[config.mk]
export PLATFORM = sky130hd
export DESIGN_NAME = world_time_conv
export DESIGN_NICKNAME = d
export VERILOG_FILES = /design/src/rtl/world_time_conv.sv
export SDC_FILE = /design/constraint.sdc
export NUM_CORES = 2
export LEC_CHECK = 0
export ABC_AREA = 1
export BUFFER_PORTS_ARGS = -buffer_cell sky130_fd_sc_hd__buf_2
export CORE_MARGIN = 2
export CORE_UTILIZATION = 30
export CTS_BUF_LIST = sky130_fd_sc_hd__clkbuf_4
export CTS_CLUSTER_SIZE = 8
export DETAILED_ROUTE_END_ITERATION = 10
export GPL_ROUTABILITY_DRIVEN = 0
export PLACE_DENSITY_LB_ADDON = 0.25
export SLEW_MARGIN = 20
export SYNTH_ARGS = -nofsm -noshare
export SYNTH_HDL_FRONTEND = slang
export SYNTH_SLANG_ARGS = --single-unit
[constraint.sdc]
create_clock -name clk -period 10.3 [get_ports clk]
set_clock_uncertainty 0.15 [all_clocks]
set_input_delay 0.515 -clock clk [delete_from_list [all_inputs] [get_ports clk]]
set_output_delay 0.515 -clock clk [all_outputs]
set_load 0.01 [all_outputs]
[src/rtl/world_time_conv.sv]
// ---------------------------------------------------------------------------
// world_time_conv
//
// Converts the reference-zone calendar time coming from the timekeeping
// counter into the local time of a selectable zone. Zone offsets and
// three-character tags live in a small programmable table. Offsets are signed
// multiples of STEP_MIN minutes. The result is a registered snapshot for the
// LCD formatter, and a one-cycle valid strobe marks each new snapshot.
//
// Ports:
//   clk                      system clock
//   rst                      synchronous reset, active low
//   sw_in[3:0]               key code: 4'b1000 next zone, 4'b0100 previous zone
//   upd                      one-cycle recompute request (1 s tick)
//   year, month, day,
//   hour, minute, second     reference date/time, binary
//   week[2:0]                reference weekday, 0 = SUN .. 6 = SAT
//   tbl_wr                   table write strobe
//   tbl_addr[ZONE_W-1:0]     table write address
//   tbl_off[6:0]             signed offset in STEP_MIN units
//   tbl_tag[23:0]            three ASCII characters
//   zone_sel, zone_tag       current zone index and its tag
//   loc_*                    local date/time snapshot
//   busy                     conversion in progress
//   valid                    one-cycle strobe, loc_* just updated
//   err                      last conversion saw an invalid input date
//
// Optional build macro WTC_DST_EN adds the dst input and the tbl_dst table
// bit. When dst=1 and the selected entry allows it, the zone gains one hour.
// ---------------------------------------------------------------------------
module world_time_conv #(
  parameter int NUM_ZONES = 18,
  parameter int ZONE_W    = 5,
  parameter int STEP_MIN  = 15,
  parameter int YEAR_W    = 12
) (
  input  logic              clk,
  input  logic              rst,
  input  logic [3:0]        sw_in,
  input  logic              upd,
  input  logic [YEAR_W-1:0] year,
  input  logic [7:0]        month,
  input  logic [7:0]        day,
  input  logic [7:0]        hour,
  input  logic [7:0]        minute,
  input  logic [7:0]        second,
  input  logic [2:0]        week,
  input  logic              tbl_wr,
  input  logic [ZONE_W-1:0] tbl_addr,
  input  logic [6:0]        tbl_off,
  input  logic [23:0]       tbl_tag,
`ifdef WTC_DST_EN
  input  logic              dst,
  input  logic              tbl_dst,
`endif
  output logic [ZONE_W-1:0] zone_sel,
  output logic [23:0]       zone_tag,
  output logic [YEAR_W-1:0] loc_year,
  output logic [7:0]        loc_month,
  output logic [7:0]        loc_day,
  output logic [7:0]        loc_hour,
  output logic [7:0]        loc_minute,
  output logic [7:0]        loc_second,
  output logic [2:0]        loc_week,
  output logic              busy,
  output logic              valid,
  output logic              err
);

  localparam logic [ZONE_W-1:0] LastZone = ZONE_W'(NUM_ZONES - 1);
  localparam logic [23:0]       TagUtc   = 24'h555443;
  localparam logic [23:0]       TagBlank = 24'h202020;

  typedef enum logic [2:0] {
    IDLE  = 3'd0,
    LOAD  = 3'd1,
    SHIFT = 3'd2,
    DIV   = 3'd3,
    DATE  = 3'd4,
    DONE  = 3'd5
  } state_t;

  state_t state_q, state_d;

  // Zone table and selection
  logic signed [6:0]  tblOff_q [NUM_ZONES];
  logic        [23:0] tblTag_q [NUM_ZONES];
  logic [ZONE_W-1:0]  zoneSel_q, zoneSel_d;
  logic [23:0]        zoneTag_q;
  logic               zoneChange;
  logic               tblWrOk;
  logic               wrHit;
  logic               dstChange;
  logic               reqAny;
  logic               pending_q, pending_d;

`ifdef WTC_DST_EN
  logic               tblDst_q [NUM_ZONES];
  logic               dstPrev_q;
`endif

  // Working registers of the conversion pipeline
  logic [YEAR_W-1:0]  wYear_q, wYear_d;
  logic [7:0]         wMonth_q, wMonth_d;
  logic [7:0]         wDay_q, wDay_d;
  logic [7:0]         wHour_q, wHour_d;
  logic [7:0]         wSec_q, wSec_d;
  logic [2:0]         wWeek_q, wWeek_d;
  logic signed [12:0] wT_q, wT_d;
  logic               carry_q, carry_d;
  logic               borrow_q, borrow_d;
  logic               wErr_q, wErr_d;

  logic signed [11:0] offMin;
  int                 tCalc;
  logic               dateOk;

  // Published snapshot
  logic [YEAR_W-1:0]  locYear_q;
  logic [7:0]         locMonth_q, locDay_q, locHour_q, locMinute_q, locSec_q;
  logic [2:0]         locWeek_q;
  logic               valid_q, err_q;

  // Days in a month under the full Gregorian leap rule. The year is taken
  // modulo 2^YEAR_W, the same width the year arithmetic wraps at.
  function automatic logic [7:0] maxDate(input logic [7:0] m, input logic [YEAR_W-1:0] y);
    logic [31:0] yy;
    logic        leap;
    logic [7:0]  r;
    yy   = 32'(y);
    leap = ((yy % 32'd4) == 32'd0) &&
           (((yy % 32'd100) != 32'd0) || ((yy % 32'd400) == 32'd0));
    case (m)
      8'd2:                      r = leap ? 8'd29 : 8'd28;
      8'd4, 8'd6, 8'd9, 8'd11:   r = 8'd30;
      default:                   r = 8'd31;
    endcase
    return r;
  endfunction

  // Key decoding: the debouncer delivers one-cycle codes. Both directions
  // wrap around the populated part of the table, and any move asks for a
  // fresh conversion.
  always_comb begin
    zoneSel_d  = zoneSel_q;
    zoneChange = 1'b0;
    if (sw_in == 4'b1000) begin
      zoneChange = 1'b1;
      zoneSel_d  = (zoneSel_q == LastZone) ? '0 : zoneSel_q + ZONE_W'(1);
    end else if (sw_in == 4'b0100) begin
      zoneChange = 1'b1;
      zoneSel_d  = (zoneSel_q == '0) ? LastZone : zoneSel_q - ZONE_W'(1);
    end
  end

  // Table writes outside the populated range are dropped. Rewriting the
  // zone on display must refresh the shown time, so it counts as a request.
  assign tblWrOk = tbl_wr && (int'(tbl_addr) < NUM_ZONES);
  assign wrHit   = tblWrOk && (tbl_addr == zoneSel_q);

`ifdef WTC_DST_EN
  assign dstChange = dst ^ dstPrev_q;
`else
  assign dstChange = 1'b0;
`endif

  assign reqAny = upd | zoneChange | wrHit | dstChange;

  assign dateOk = (month >= 8'd1) && (month <= 8'd12) &&
                  (day >= 8'd1) && (day <= maxDate(month, year));

  // Table storage, zone index and the registered tag read. The tag follows
  // table[zone_sel] one cycle later, so both a select and a write to the
  // current entry show up on the next cycle.
  always_ff @(posedge clk) begin
    if (!rst) begin
      for (int i = 0; i < NUM_ZONES; i++) begin
        tblOff_q[i] <= '0;
        tblTag_q[i] <= (i == 0) ? TagUtc : TagBlank;
`ifdef WTC_DST_EN
        tblDst_q[i] <= 1'b0;
`endif
      end
      zoneSel_q <= '0;
      zoneTag_q <= TagUtc;
`ifdef WTC_DST_EN
      dstPrev_q <= 1'b0;
`endif
    end else begin
      if (tblWrOk) begin
        tblOff_q[tbl_addr] <= tbl_off;
        tblTag_q[tbl_addr] <= tbl_tag;
`ifdef WTC_DST_EN
        tblDst_q[tbl_addr] <= tbl_dst;
`endif
      end
      zoneSel_q <= zoneSel_d;
      zoneTag_q <= tblTag_q[zoneSel_q];
`ifdef WTC_DST_EN
      dstPrev_q <= dst;
`endif
    end
  end

  // Conversion FSM, next-state and datapath. Time of day is handled as
  // minutes since midnight in t: one 24-hour correction in SHIFT covers the
  // whole offset range, DIV peels off hours by repeated subtraction, and DATE
  // applies the resulting day carry/borrow to the calendar. Requests that
  // arrive while a conversion runs collapse into one pending restart.
  always_comb begin
    state_d   = state_q;
    pending_d = pending_q;
    wYear_d   = wYear_q;
    wMonth_d  = wMonth_q;
    wDay_d    = wDay_q;
    wHour_d   = wHour_q;
    wSec_d    = wSec_q;
    wWeek_d   = wWeek_q;
    wT_d      = wT_q;
    carry_d   = carry_q;
    borrow_d  = borrow_q;
    wErr_d    = wErr_q;
    offMin    = '0;
    tCalc     = 0;

    if ((state_q != IDLE) && reqAny) begin
      pending_d = 1'b1;
    end

    case (state_q)
      IDLE: begin
        if (reqAny || pending_q) begin
          state_d   = LOAD;
          pending_d = 1'b0;
        end
      end

      LOAD: begin
        wYear_d  = year;
        wMonth_d = month;
        wDay_d   = day;
        wSec_d   = second;
        wWeek_d  = week;
        carry_d  = 1'b0;
        borrow_d = 1'b0;
        offMin   = 12'(int'(tblOff_q[zoneSel_q]) * STEP_MIN);
`ifdef WTC_DST_EN
        if (dst && tblDst_q[zoneSel_q]) begin
          offMin = offMin + 12'sd60;
        end
`endif
        tCalc = int'(hour) * 60 + int'(minute) + int'(offMin);
        if (dateOk) begin
          wErr_d  = 1'b0;
          wHour_d = 8'd0;
          wT_d    = 13'(tCalc);
          state_d = SHIFT;
        end else begin
          // An invalid date is passed through untouched and flagged.
          wErr_d  = 1'b1;
          wHour_d = hour;
          wT_d    = 13'(minute);
          state_d = DONE;
        end
      end

      SHIFT: begin
        if (wT_q < 13'sd0) begin
          wT_d     = wT_q + 13'sd1440;
          borrow_d = 1'b1;
          wWeek_d  = (wWeek_q == 3'd0) ? 3'd6 : wWeek_q - 3'd1;
        end else if (wT_q >= 13'sd1440) begin
          wT_d    = wT_q - 13'sd1440;
          carry_d = 1'b1;
          wWeek_d = (wWeek_q >= 3'd6) ? 3'd0 : wWeek_q + 3'd1;
        end
        state_d = DIV;
      end

      DIV: begin
        if (wT_q >= 13'sd60) begin
          wT_d    = wT_q - 13'sd60;
          wHour_d = wHour_q + 8'd1;
        end else begin
          state_d = DATE;
        end
      end

      DATE: begin
        if (carry_q) begin
          if (wDay_q >= maxDate(wMonth_q, wYear_q)) begin
            wDay_d = 8'd1;
            if (wMonth_q == 8'd12) begin
              wMonth_d = 8'd1;
              wYear_d  = wYear_q + YEAR_W'(1);
            end else begin
              wMonth_d = wMonth_q + 8'd1;
            end
          end else begin
            wDay_d = wDay_q + 8'd1;
          end
        end else if (borrow_q) begin
          if (wDay_q == 8'd1) begin
            if (wMonth_q == 8'd1) begin
              wMonth_d = 8'd12;
              wDay_d   = 8'd31;
              wYear_d  = wYear_q - YEAR_W'(1);
            end else begin
              wMonth_d = wMonth_q - 8'd1;
              wDay_d   = maxDate(wMonth_q - 8'd1, wYear_q);
            end
          end else begin
            wDay_d = wDay_q - 8'd1;
          end
        end
        state_d = DONE;
      end

      DONE: begin
        if (pending_q || reqAny) begin
          state_d   = LOAD;
          pending_d = 1'b0;
        end else begin
          state_d = IDLE;
        end
      end

      default: begin
        state_d   = IDLE;
        pending_d = 1'b0;
      end
    endcase
  end

  // FSM state and working registers. Reset drops any conversion in flight
  // together with its pending restart.
  always_ff @(posedge clk) begin
    if (!rst) begin
      state_q   <= IDLE;
      pending_q <= 1'b0;
      wYear_q   <= '0;
      wMonth_q  <= '0;
      wDay_q    <= '0;
      wHour_q   <= '0;
      wSec_q    <= '0;
      wWeek_q   <= '0;
      wT_q      <= '0;
      carry_q   <= 1'b0;
      borrow_q  <= 1'b0;
      wErr_q    <= 1'b0;
    end else begin
      state_q   <= state_d;
      pending_q <= pending_d;
      wYear_q   <= wYear_d;
      wMonth_q  <= wMonth_d;
      wDay_q    <= wDay_d;
      wHour_q   <= wHour_d;
      wSec_q    <= wSec_d;
      wWeek_q   <= wWeek_d;
      wT_q      <= wT_d;
      carry_q   <= carry_d;
      borrow_q  <= borrow_d;
      wErr_q    <= wErr_d;
    end
  end

  // Published snapshot: captured as the FSM leaves DONE, so valid rises in
  // the same cycle the new values appear and the values hold until the next
  // strobe. err only changes when a conversion completes.
  always_ff @(posedge clk) begin
    if (!rst) begin
      locYear_q   <= YEAR_W'(2000);
      locMonth_q  <= 8'd1;
      locDay_q    <= 8'd1;
      locHour_q   <= 8'd0;
      locMinute_q <= 8'd0;
      locSec_q    <= 8'd0;
      locWeek_q   <= 3'd6;
      valid_q     <= 1'b0;
      err_q       <= 1'b0;
    end else begin
      valid_q <= (state_q == DONE);
      if (state_q == DONE) begin
        locYear_q   <= wYear_q;
        locMonth_q  <= wMonth_q;
        locDay_q    <= wDay_q;
        locHour_q   <= wHour_q;
        locMinute_q <= wT_q[7:0];
        locSec_q    <= wSec_q;
        locWeek_q   <= wWeek_q;
        err_q       <= wErr_q;
      end
    end
  end

  assign zone_sel   = zoneSel_q;
  assign zone_tag   = zoneTag_q;
  assign loc_year   = locYear_q;
  assign loc_month  = locMonth_q;
  assign loc_day    = locDay_q;
  assign loc_hour   = locHour_q;
  assign loc_minute = locMinute_q;
  assign loc_second = locSec_q;
  assign loc_week   = locWeek_q;
  assign busy       = (state_q == LOAD) || (state_q == SHIFT) ||
                      (state_q == DIV)  || (state_q == DATE);
  assign valid      = valid_q;
  assign err        = err_q;

endmodule

## Word-level counts from Yosys, hierarchy flattened

Memories as Yosys holds them, arrays and structs flattened. A register that Yosys moved wholly into a read port is not among the register bits.
Cells that the tools add are included.

| word-level totals | value |
|---|---|
| register bits | 129 |
| memories kept | 2 |
| memory bits (writable) | 558 |
| logic and storage cells | 215 |

Memories:

| name | depth | width | read ports | clocked after memory_dff | write ports | line | text |
|---|---|---|---|---|---|---|---|
| tblTag_q | 18 | 24 | 1 | 1 | 18 | 87 | `logic [23:0] tblTag_q [NUM_ZONES];` |
| tblOff_q | 18 | 7 | 1 | 1 | 18 | 86 | `logic signed [6:0] tblOff_q [NUM_ZONES];` |

| operators by class | value |
|---|---|
| order comparisons | 10 |
| multipliers | 2 |
| equal/unequal tests | 39 |
| div/mod/pow operators | 4 |
| mux-type cells | 72 |
| add/subtract/negate cells | 16 |
| reductions and logical operators | 46 |
| bitwise logic cells | 2 |

Operators with widths:

| operator | number |
|---|---|
| 32-bit zero test | 4 |
| 8-bit 2-to-1 mux | 14 |
| 12-bit 2-to-1 mux | 6 |
| 12-bit by 7-bit remainder unit with 32-bit output (second input constant) | 2 |
| 12-bit by 9-bit remainder unit with 32-bit output (second input constant) | 2 |
| 32-bit nonzero test | 2 |
| 8-bit by 4-bit == test with 1-bit output (second input constant) | 7 |
| 13-bit 2-to-1 mux | 4 |
| 8-bit by 3-bit == test with 1-bit output (second input constant) | 6 |
| 8-bit case mux with 2 select lines | 3 |
| 5-bit 2-to-1 mux | 8 |
| 13-bit case mux with 3 select lines | 1 |
| 8-bit by 1-bit adder with 8-bit output (second input constant) | 3 |
| 8-bit by 2-bit == test with 1-bit output (second input constant) | 3 |
| 24-bit 2-to-1 mux | 1 |
| 12-bit case mux with 2 select lines | 1 |
| 24-bit OR reduction | 1 |
| 3-bit 2-to-1 mux | 7 |
| 3-bit != test (second input constant) | 6 |
| 3-bit case mux with 6 select lines | 1 |
| 1-bit 2-to-1 mux | 17 |
| 8-bit by 1-bit == test with 1-bit output (second input constant) | 2 |
| 8-bit by 1-bit >= comparator with 1-bit output (second input constant) | 2 |
| 4-bit OR reduction | 4 |
| other kinds (49) | 84 |

## Logic depth before layout (Yosys ltp)

| logic depth | value |
|---|---|
| word-level depth | 12 |
| gate-level depth with buffers | 50 |
| depth with buffers taken out | 50 |

## Worst setup path before layout

OpenSTA, ideal clock, no wires.

| timing | value |
|---|---|
| kind | reg2reg |
| start | register (tool-made name) |
| end | register wT_q[12] |
| setup time | 0.095 ns |
| data required time | 10.055 ns |
| buffers on the path | 4 |
| path slack | 4.021 ns |
| arrival | 6.034 ns |
| stages on the path, launching flop included | 30 |
| clock period less this slack | 6.279 ns |
| cells stage by stage | dfxtp_1 clkbuf_1 clkbuf_1 clkbuf_1 clkbuf_1 nor2_1 o221ai_1 nand3_1 a32oi_1 fa_1 fa_1 fa_1 fa_1 ha_1 inv_1 o31ai_1 a21o_1 a21oi_1 nor2_1 nor2_1 nor2_1 nor2_1 inv_1 nand2_1 nand2_1 a21oi_1 xnor2_1 xor2_1 nand2_1 a221oi_1 |

RTL lines:

| item | line | text |
|---|---|---|
| end signal: assignment | 360 | `wT_q <= wT_d;` |
| end: declaration | 109 | `logic signed [12:0] wT_q, wT_d;` |

==> impl_results.md <==
* Pleak at 0.02409 uW
* Max Transition Viols Final at 0
* Root Driver: clkbuf_4
* DRT Wirelength at 164200 um
* Largest net degree at the start of global routing at 194
* Reg2reg path depth at 27
* Drt wl/cell at 19.21 um
* WHS Path Cells at 8
* Type of origin of the critical path: flip-flop
* Vias at 41510
* Most frequent cells after synthesis: nor2_1 (1207), edfxtp_1 (992), o21ai_0 (667)
* Nets at 6179
* Total power at 12950 uW
* Worst-margin pin slew at 1100 ps
* Cells after DPL at 7831
* Max-cap viol count at 0
* Fin crit share at 0.7340
* Status: complete, no violations
* Postcts setup bufs at 0
* Peak VDD IR at 0.1603 mV
* Non-filler cells, final at 8547
* Remaining DRCs at 0
* Synth top area share at 0.5638
* Grt met1 use at 0.2216
* CTS H-tree lvls at 5
* Maximum buffer depth of the clock tree at 4
* Post-cts sizing count at 0
* Core Area at 175500 um^2
* Hpwl dp at 94530 um
* Top post-synthesis cells by area: edfxtp_1 (56%), nor2_1 (8.6%), o21ai_0 (6.3%)
* Clock transition at path regs at 60 ps
* Tmin final at 7560 ps
* Ys async rst share at 0
* Critical Path End Type: flip-flop
* CP top delay family: adder cells
* 1st-iter DRT viols at 3335
* Floorplan row count at 154
* WP data required at 11140 ps
* Number of global-route vias before repair at 40670
* Clk Latency, worst-skew pair at 1290 ps
* Hold slack final at 116.7 ps
* Met2 usage at 0.3118
* Final Hold Viols at 0
* Clk sinks at 1150
* DR pass1 iterations at 6
* Synth Instances at 5137
* CTS Hold Bufs at 132
* Via density at 4.857
* Area delta synth->final at 19.83%
* Gr ovfl total at 0
* Busiest metal layer after global routing: met2
* CTS tree: done
* Max incr delay on CP at 620 ps
* All-Layer GR Usage at 0.1795
* Crit-path slowest cell: o21ai_0
* Final setup vio count at 0
* Synthesized area per cell at 10.29 um^2
* First-pass GRT wire length at 247400 um
* YS warnings at 0
* Largest area contributor in the netlist: edfxtp_1
* Buf/Inv on CP at 8
* Post-synth EDFFs at 992
* I/O pin cnt at 186
* Post-DRT Antenna Nets at 0
* Total power density per cell area at 204.6 nW/um^2
* Die area at 179500 um^2
* Top cell by count, worst path: inv_1
* Initial antenna violation count at 9
* Total CTS buffers at 337
* CP arrival at 8400 ps
* Fin Setup TNS at 0 ps
* Die width at 423.7 um
* Peak fanout along the critical path at 57
* Seq cells post-synth at 1150
* Met3 Track Usage GR at 0.03366
* Die Ht at 423.7 um
* Cell depth of the worst setup path at 27
* Post-synthesis sequential area ratio at 0.6236
* Post-synth top flop: edfxtp_1
* Initial Utilization at 0.3010
* Count of cell types in the netlist at 62
* Hold WC Path Type: in2reg
* Share of cells above drive strength 1 at 0.1494
* I/O Buffers at 185
* Setup CP Type: reg2reg
* Slew HR at 0.2666
* Post-synthesis cell area at 52840 um^2
* Most frequent cell after synthesis: nor2_1
* RSZ-0062 raised after global routing: false
* Peak Freq at 132.3 MHz
## logic make-up after synthesis
family | after synthesis | synth area share
simple gates | 1948 | 0.1515
compound gates | 1210 | 0.1345
flops | 1150 | 0.6236
buf+inv | 647 | 0.04622
fa+ha+maj | 118 | 0.03348
xor+xnor | 63 | 0.01058
other cells | 1 | 0.00007097
## metrics by stage
| step | setup WS (ps) | instance area [um^2] | util |
|---|---|---|---|
| finish | 2740 | 63320 | 0.3607 |
| detailed placement | 2608 | 57790 | 0.3292 |
| global placement | 2763 | 57790 | 0.3292 |
| global route | 2104 | 63320 | 0.3607 |
| floorplan | 4021 | 54460 | - |
| CTS | 2677 | 63300 | 0.3606 |
## layer usage
metal / share of wire / wire [um]
met3: 0.062 / 10200
met5: 0.000079 / 13
met2: 0.50 / 82350
met1: 0.41 / 67230
met4: 0.027 / 4388
## cells in the final DEF (no fill, tap or decap), types with 116 or more instances in the layout
cell type,synthesis,routed
buf_2,3,184
dlygate4sd3_1,0,132
dfxtp_1,158,152
o21ai_0,667,667
nor2_1,1207,1202
edfxtp_1,992,992
conb_1,1,434
inv_1,284,280
clkbuf_4,0,528
nand2_1,462,445
o22ai_1,144,144
nand3_1,116,116
## path summary, 6_finish.rpt
kind              slack, ps                             end                     start
hold reg to reg         310        loc_week[2]$_SDFFE_PN1P_  loc_week[2]$_SDFFE_PN1P_
setup reg to reg       2740           wT_q[11]$_SDFFE_PN0P_                 flip-flop
setup / recovery       2740           wT_q[11]$_SDFFE_PN0P_                 flip-flop
hold / removal          120  tblTag_q[12][21]$_SDFFCE_PN1P_                    tbl_wr
## registers in the layout (all words and copies together), names as in the netlist, 8 cells and up, named ones only
signal,cells
wMonth_q,8
loc_minute,8
wT_q,13
tblOff_q,224
wSec_q,8
loc_day,8
loc_second,8
loc_year,12
zone_tag,24
wYear_q,12
loc_hour,8
wDay_q,8
tblTag_q,768
wHour_q,8
loc_month,8
## power breakdown
part           internal (uW)  total [uW]  leakage [uW]  switching (uW)
Sequential              5380        5520        0.0108             145
Combinational           1120        3140        0.0108            2020
Clock                   2330        4290       0.00254            1960
## worst min-delay path: stages
cell and delay, ps:
buf_2 180, nand2_1 230, nor2_4 110, nand2_1 80, nor2_1 40, inv_1 90, nor2_1 100, nand2_1 60
## layout make-up
cell class                      instances  area, um^2
Clock buffer                          528        3964
Antenna cell                            8       20.02
Inverter                              299        1137
Tap cell                             2340        2928
Timing Repair Buffer                  401        2918
Sequential cell                      1150       32970
Multi-Input combinational cell       3773       19160
Fill cell                           17890      112200
Clock inverter                         48       221.5
Power figures use the tool's default switching activity.
